## src/rtl/dmem_arbiter.sv

```systemverilog
// dmem_arbiter
// Shares the single-port 64-bit data memory between the processor core and a
// host/loader port. The core has fixed priority and zero added latency; host
// requests are queued in a small FIFO and issued in cycles the core leaves idle.
//
// Optional feature macro: STARVE_GUARD_EN
//   When defined, a wait counter forces a one-cycle host slot (core_stall=1)
//   after MAX_WAIT consecutive cycles in which the core blocked a queued host
//   request. When undefined, core_stall is tied low and no counter exists.
//
// Parameters:
//   DEPTH    host request FIFO entries (power of 2, >= 2)
//   MAX_WAIT blocked cycles before a forced host slot (STARVE_GUARD_EN only)
//
// Ports:
//   Clock, Reset            clock; synchronous active-high reset
//   core_en/core_wr_en      core enable / write enable
//   core_addr/core_wdata    core address / store data
//   core_rdata              load data to core (= mem_rdata)
//   host_req/host_wr        host request valid / 1=write 0=read
//   host_addr/host_wdata    host address / write data
//   host_ready              FIFO can accept a request
//   host_rvalid/host_rdata  host read return (1-cycle pulse / held data)
//   mem_en/mem_wr_en        DMEM enable / write enable
//   mem_addr/mem_wdata      DMEM address / write data
//   mem_rdata               DMEM read data, valid the cycle after a read issue
//   core_stall              forced host slot; core must hold its access
module dmem_arbiter #(
    parameter int DEPTH    = 4,
    parameter int MAX_WAIT = 8
) (
    input  logic        Clock,
    input  logic        Reset,
    input  logic        core_en,
    input  logic        core_wr_en,
    input  logic [0:7]  core_addr,
    input  logic [0:63] core_wdata,
    output logic [0:63] core_rdata,
    input  logic        host_req,
    input  logic        host_wr,
    input  logic [0:7]  host_addr,
    input  logic [0:63] host_wdata,
    output logic        host_ready,
    output logic        host_rvalid,
    output logic [0:63] host_rdata,
    output logic        mem_en,
    output logic        mem_wr_en,
    output logic [0:7]  mem_addr,
    output logic [0:63] mem_wdata,
    input  logic [0:63] mem_rdata,
    output logic        core_stall
);

    localparam int PW = $clog2(DEPTH);
    localparam int CW = $clog2(DEPTH + 1);

    // Request FIFO storage; contents need no reset since count gates validity.
    logic        fifoWr_q   [DEPTH];
    logic [0:7]  fifoAddr_q [DEPTH];
    logic [0:63] fifoData_q [DEPTH];

    logic [PW-1:0] wrPtr_q, wrPtr_d;
    logic [PW-1:0] rdPtr_q, rdPtr_d;
    logic [CW-1:0] count_q, count_d;
    logic          rdPending_q, rdPending_d;
    logic [0:63]   rdataHold_q, rdataHold_d;

    logic push;
    logic pop;
    logic notEmpty;
    logic hostIssue;
    logic headWr;
    logic stall;

    assign notEmpty   = (count_q != '0);
    assign host_ready = (count_q < CW'(DEPTH));
    assign push       = host_req && host_ready;
    assign headWr     = fifoWr_q[rdPtr_q];

    // A host slot is taken either when forced by the starvation guard or when
    // the core leaves the memory idle.
    assign hostIssue  = notEmpty && (stall || !core_en);
    assign pop        = hostIssue;

`ifdef STARVE_GUARD_EN
    localparam int WW = $clog2(MAX_WAIT + 1);

    logic [WW-1:0] waitCnt_q, waitCnt_d;
    logic          coreStall_q, coreStall_d;

    // The counter saturates at MAX_WAIT; stall registers high the cycle after
    // it gets there, which is the cycle that then issues the head and clears it.
    always_comb begin
        waitCnt_d = waitCnt_q;
        if (hostIssue) begin
            waitCnt_d = '0;
        end else if (notEmpty && core_en && (waitCnt_q != WW'(MAX_WAIT))) begin
            waitCnt_d = waitCnt_q + 1'b1;
        end
        coreStall_d = (waitCnt_d == WW'(MAX_WAIT));
    end

    always_ff @(posedge Clock) begin
        if (Reset) begin
            waitCnt_q   <= '0;
            coreStall_q <= 1'b0;
        end else begin
            waitCnt_q   <= waitCnt_d;
            coreStall_q <= coreStall_d;
        end
    end

    assign stall = coreStall_q;
`else
    assign stall = 1'b0;
`endif

    assign core_stall = stall;
    assign core_rdata = mem_rdata;

    // Memory port mux: host head when it owns the slot, otherwise the core
    // passes straight through (its enables are zero when it is idle).
    always_comb begin
        mem_en    = core_en;
        mem_wr_en = core_en && core_wr_en;
        mem_addr  = core_addr;
        mem_wdata = core_wdata;
        if (hostIssue) begin
            mem_en    = 1'b1;
            mem_wr_en = headWr;
            mem_addr  = fifoAddr_q[rdPtr_q];
            mem_wdata = fifoData_q[rdPtr_q];
        end
    end

    always_comb begin
        wrPtr_d = push ? wrPtr_q + 1'b1 : wrPtr_q;
        rdPtr_d = pop  ? rdPtr_q + 1'b1 : rdPtr_q;
        count_d = count_q;
        case ({push, pop})
            2'b10:   count_d = count_q + 1'b1;
            2'b01:   count_d = count_q - 1'b1;
            default: count_d = count_q;
        endcase
    end

    // Read data appears on mem_rdata the cycle after issue; it is forwarded
    // directly during that cycle and captured so it holds afterwards.
    always_comb begin
        rdPending_d = hostIssue && !headWr;
        rdataHold_d = rdPending_q ? mem_rdata : rdataHold_q;
    end

    assign host_rvalid = rdPending_q;
    assign host_rdata  = rdPending_q ? mem_rdata : rdataHold_q;

    always_ff @(posedge Clock) begin
        if (Reset) begin
            wrPtr_q     <= '0;
            rdPtr_q     <= '0;
            count_q     <= '0;
            rdPending_q <= 1'b0;
            rdataHold_q <= '0;
        end else begin
            wrPtr_q     <= wrPtr_d;
            rdPtr_q     <= rdPtr_d;
            count_q     <= count_d;
            rdPending_q <= rdPending_d;
            rdataHold_q <= rdataHold_d;
        end
    end

    always_ff @(posedge Clock) begin
        if (push) begin
            fifoWr_q[wrPtr_q]   <= host_wr;
            fifoAddr_q[wrPtr_q] <= host_addr;
            fifoData_q[wrPtr_q] <= host_wdata;
        end
    end

endmodule

```

## config.mk

```make
export PLATFORM = sky130hd
export DESIGN_NAME = dmem_arbiter
export DESIGN_NICKNAME = d
export VERILOG_FILES = /design/src/rtl/dmem_arbiter.sv
export SDC_FILE = /design/constraint.sdc
export NUM_CORES = 1
export LEC_CHECK = 0
export ABC_AREA = 1
export BUFFER_PORTS_ARGS = -buffer_cell sky130_fd_sc_hd__buf_2
export CAP_MARGIN = 20
export CORE_MARGIN = 2
export CORE_UTILIZATION = 45
export CTS_CLUSTER_DIAMETER = 30
export DETAILED_ROUTE_END_ITERATION = 16
export PLACE_DENSITY = 0.72
export SYNTH_ARGS = -nofsm -noshare
export SYNTH_HDL_FRONTEND = slang
export SYNTH_SLANG_ARGS = --single-unit
```

## constraint.sdc

```tcl
create_clock -name Clock -period 4.25 [get_ports Clock]
set_input_delay 0.2125 -clock Clock [delete_from_list [all_inputs] [get_ports Clock]]
set_output_delay 0.2125 -clock Clock [all_outputs]
set_load 0.02 [all_outputs]
```

==> flow_summary.toml <==
[setup_path]
cp.required_ns = 4.04
crit_fanout = 86
rr_worst_depth = 13
cp-end-kind = "output pin"
r2r-start = "count_q[2]$_SDFFE_PP0P_"
worstSetupPathType = "reg2out"
critPathArrivalTime_ns = 3.12
r2r-end = "count_q[2]$_SDFFE_PP0P_"
regToRegSetupSlack_ns = 1.83
start_kind = "flop"

[pwr]
vdd_drop_max_mv = 0.460
power_mw = 14.2
leakage_nw = 11.2
power_density_nw_per_um2 = 627

[grt]
grt_pass1_vias = 13400
grt_max_degree = 87
grtUsageTotal_pct = 22.5
grt_pass1_wl_um = 67900
antenna_found_initial = 5
overflow = 0

[placed_design]
gp_congestion = 0.798
portBuffers = 417
dpl.hpwl_um = 25400

[clocking]
h-tree-depth = 3
cts_tree = "done"
clk_pin_slew_ns = 0.04
cts_max_path_buffers = 3
cts-root-buf = "clkbuf_16"
post_cts.repair.setup_buffers = 0
clk_latency_ns = 0.60
postCtsHoldBufs = 137
cts_buffers = 78
cts_sinks = 366
cts_resized = 0

[logic_synthesis]
synth_cell_type_count = 21
synth-seq-area-share_pct = 61.9
ys_ff_latch = 366
syn_nets = 2070
netlist_area_um2 = 16600
synth_warnings = 0
syn_inst = 1850
avgSynthCellArea_um2 = 8.95

[sta]
fin_skew_ns = 0.0271
min_period_ns = 3.33
maxSlewHeadroom_pct = 32.9
period_share_pct = 78.5
fin_hold_ws_ns = 0.160
grt_setup_unrepaired = "no"
fin_tns_setup_ns = 0
worst_pin_slew_ns = 1.01
setup_violations = 0
hold_viol = 0
final_max_slew_viol_count = 0
fmax_mhz = 300

[drt]
detail_route.wl_per_cell_um = 15.1
drt_wl_total_um = 43700
detail-route-antenna-nets = 0
vias = 13700
dr.pass1.iters = 5
detail_route.iter0.violations = 849
post-route-drc-count = 0
vias_per_cell = 4.75

[worst_hold_path]
hold_path_depth = 4
hp-class = "in2reg"
hold_path_startpoint = "core_en"

[cells_and_area]
drive_gt1_share_pct = 23.9
area_growth_pct = 36.9
nets = 2574
nFillCells = 2851

[floorplan]
die_y_um = 196
core_um2 = 36400
std_cell_rows = 70
die_w_um = 196
pin_count = 419
start_util_pct = 45.4
die-area_um2 = 38300

[status]
status = "complete, no violations"

[flow_run]
cap_violations = 0
critical path, stage by stage, from the launching register on:
cell     delay, ns
dfxtp_4       0.97
inv_4         0.50
buf_12        0.39
nand2_1       0.10
nand3_1       0.07
nand2_1       0.15
nand2_1       0.09
nand2_1       0.07
buf_2         0.16
flip-flops by register name (all words and copies together), names as in the netlist, named ones only:
name,cells
count_q,3
fifoAddr_q,32
fifoData_q,256
fifoWr_q,4
host_rvalid,1
rdPtr_q,2
rdataHold_q,64
wrPtr_q,2
layout make-up:
cell class                 count  area [um2]  share of cell area (%)
clock buffer                  93        2070                    9.12
multi-input combinational   1028        4250                    18.7
timing repair buffer         572        3620                    16.0
antenna                        5        12.5                  0.0552
clock inverter                48         722                    3.18
tap                          468         586                    2.58
inverter                     308        1160                    5.11
sequential                   366       10300                    45.2
worst max-delay path by stage:
stage / from / endpoint / slack, ns
after detailed placement: flop / mem_wdata[50] / 1.46
after floorplan: count_q[2]$_SDFFE_PP0P_ / fifoAddr_q[0][0]$_DFFE_PP_ / 0.05
final: flop / mem_wdata[45] / 0.92
after global placement: flop / mem_wdata[44] / 1.52
after global routing: flop / mem_wdata[43] / 0.62
after CTS: flop / mem_wdata[58] / 0.83
layout by cell type, fill, tap and decap left out, drive strengths merged:
master,n
edfxtp,292
a21oi,71
and2,1
nand2,785
conb,1
diode,5
o21ai,4
dlygate4sd3,137
nand3,150
nor2,9
clkinv,21
bufinv,14
ha,5
clkbuf,93
nand4,1
fa,1
inv,314
clkinvlp,7
dfxtp,74
buf,435
cells by family (layout without fill, tap and decap cells):
| logic type | count (synthesis) | count (layout) | synth area share (%) |
|---|---|---|---|
| AO/OA/AOI/OAI | 75 | 75 | 2.27 |
| AND/OR/NAND/NOR | 946 | 946 | 22.7 |
| flip-flops | 366 | 366 | 61.9 |
| other | 1 | 6 | 0.0226 |
| adder cells (fa/ha/maj) | 6 | 6 | 0.499 |
| buffers and inverters | 456 | 1021 | 12.7 |
cells in the mapped netlist:
master,count,share of area (%)
nand2_1,783,18
nand4_1,1,0.038
and2_1,1,0.038
buf_6,7,0.48
clkbuf_1,11,0.25
ha_1,5,0.38
inv_2,4,0.091
buf_2,52,1.6
nand2_2,2,0.076
o21ai_0,4,0.12
dfxtp_1,74,8.9
nand3_1,150,4.5
nor2_2,1,0.038
fa_1,1,0.12
a21oi_1,71,2.1
buf_4,71,3.2
inv_1,304,6.9
conb_1,1,0.023
nor2_1,8,0.18
buf_1,7,0.16
edfxtp_1,292,53
power breakdown:
| part | internal, mW | switching, mW | total (mW) |
|---|---|---|---|
| clock | 4.34 | 1.94 | 6.28 |
| combinational | 1.05 | 2.40 | 3.46 |
| sequential | 4.30 | 0.172 | 4.47 |
routing by layer:
metal	vias to the layer above	global-route usage, %	routed length (um)
li1	6721	-	-
met4	0	10.6	1450
met2	532	39.1	21900
met3	92	5.19	3050
met1	6370	26.4	17200
met5	-	0	0
through the flow:
stage | setup slack (ns) | instance area [um2] | instances | util, %
2_1_floorplan | 0.0521 | 16600 | 1850 | -
3_3_place_gp | 1.52 | 18500 | 2604 | 50.7
3_5_place_dp | 1.46 | 18500 | 2604 | 50.7
4_1_cts | 0.830 | 22600 | 2882 | 62.1
5_1_grt | 0.622 | 22700 | 2888 | 62.2
6_report | 0.915 | 22700 | 2888 | 62.2
No activity file was read; power rests on OpenSTA's default activity.
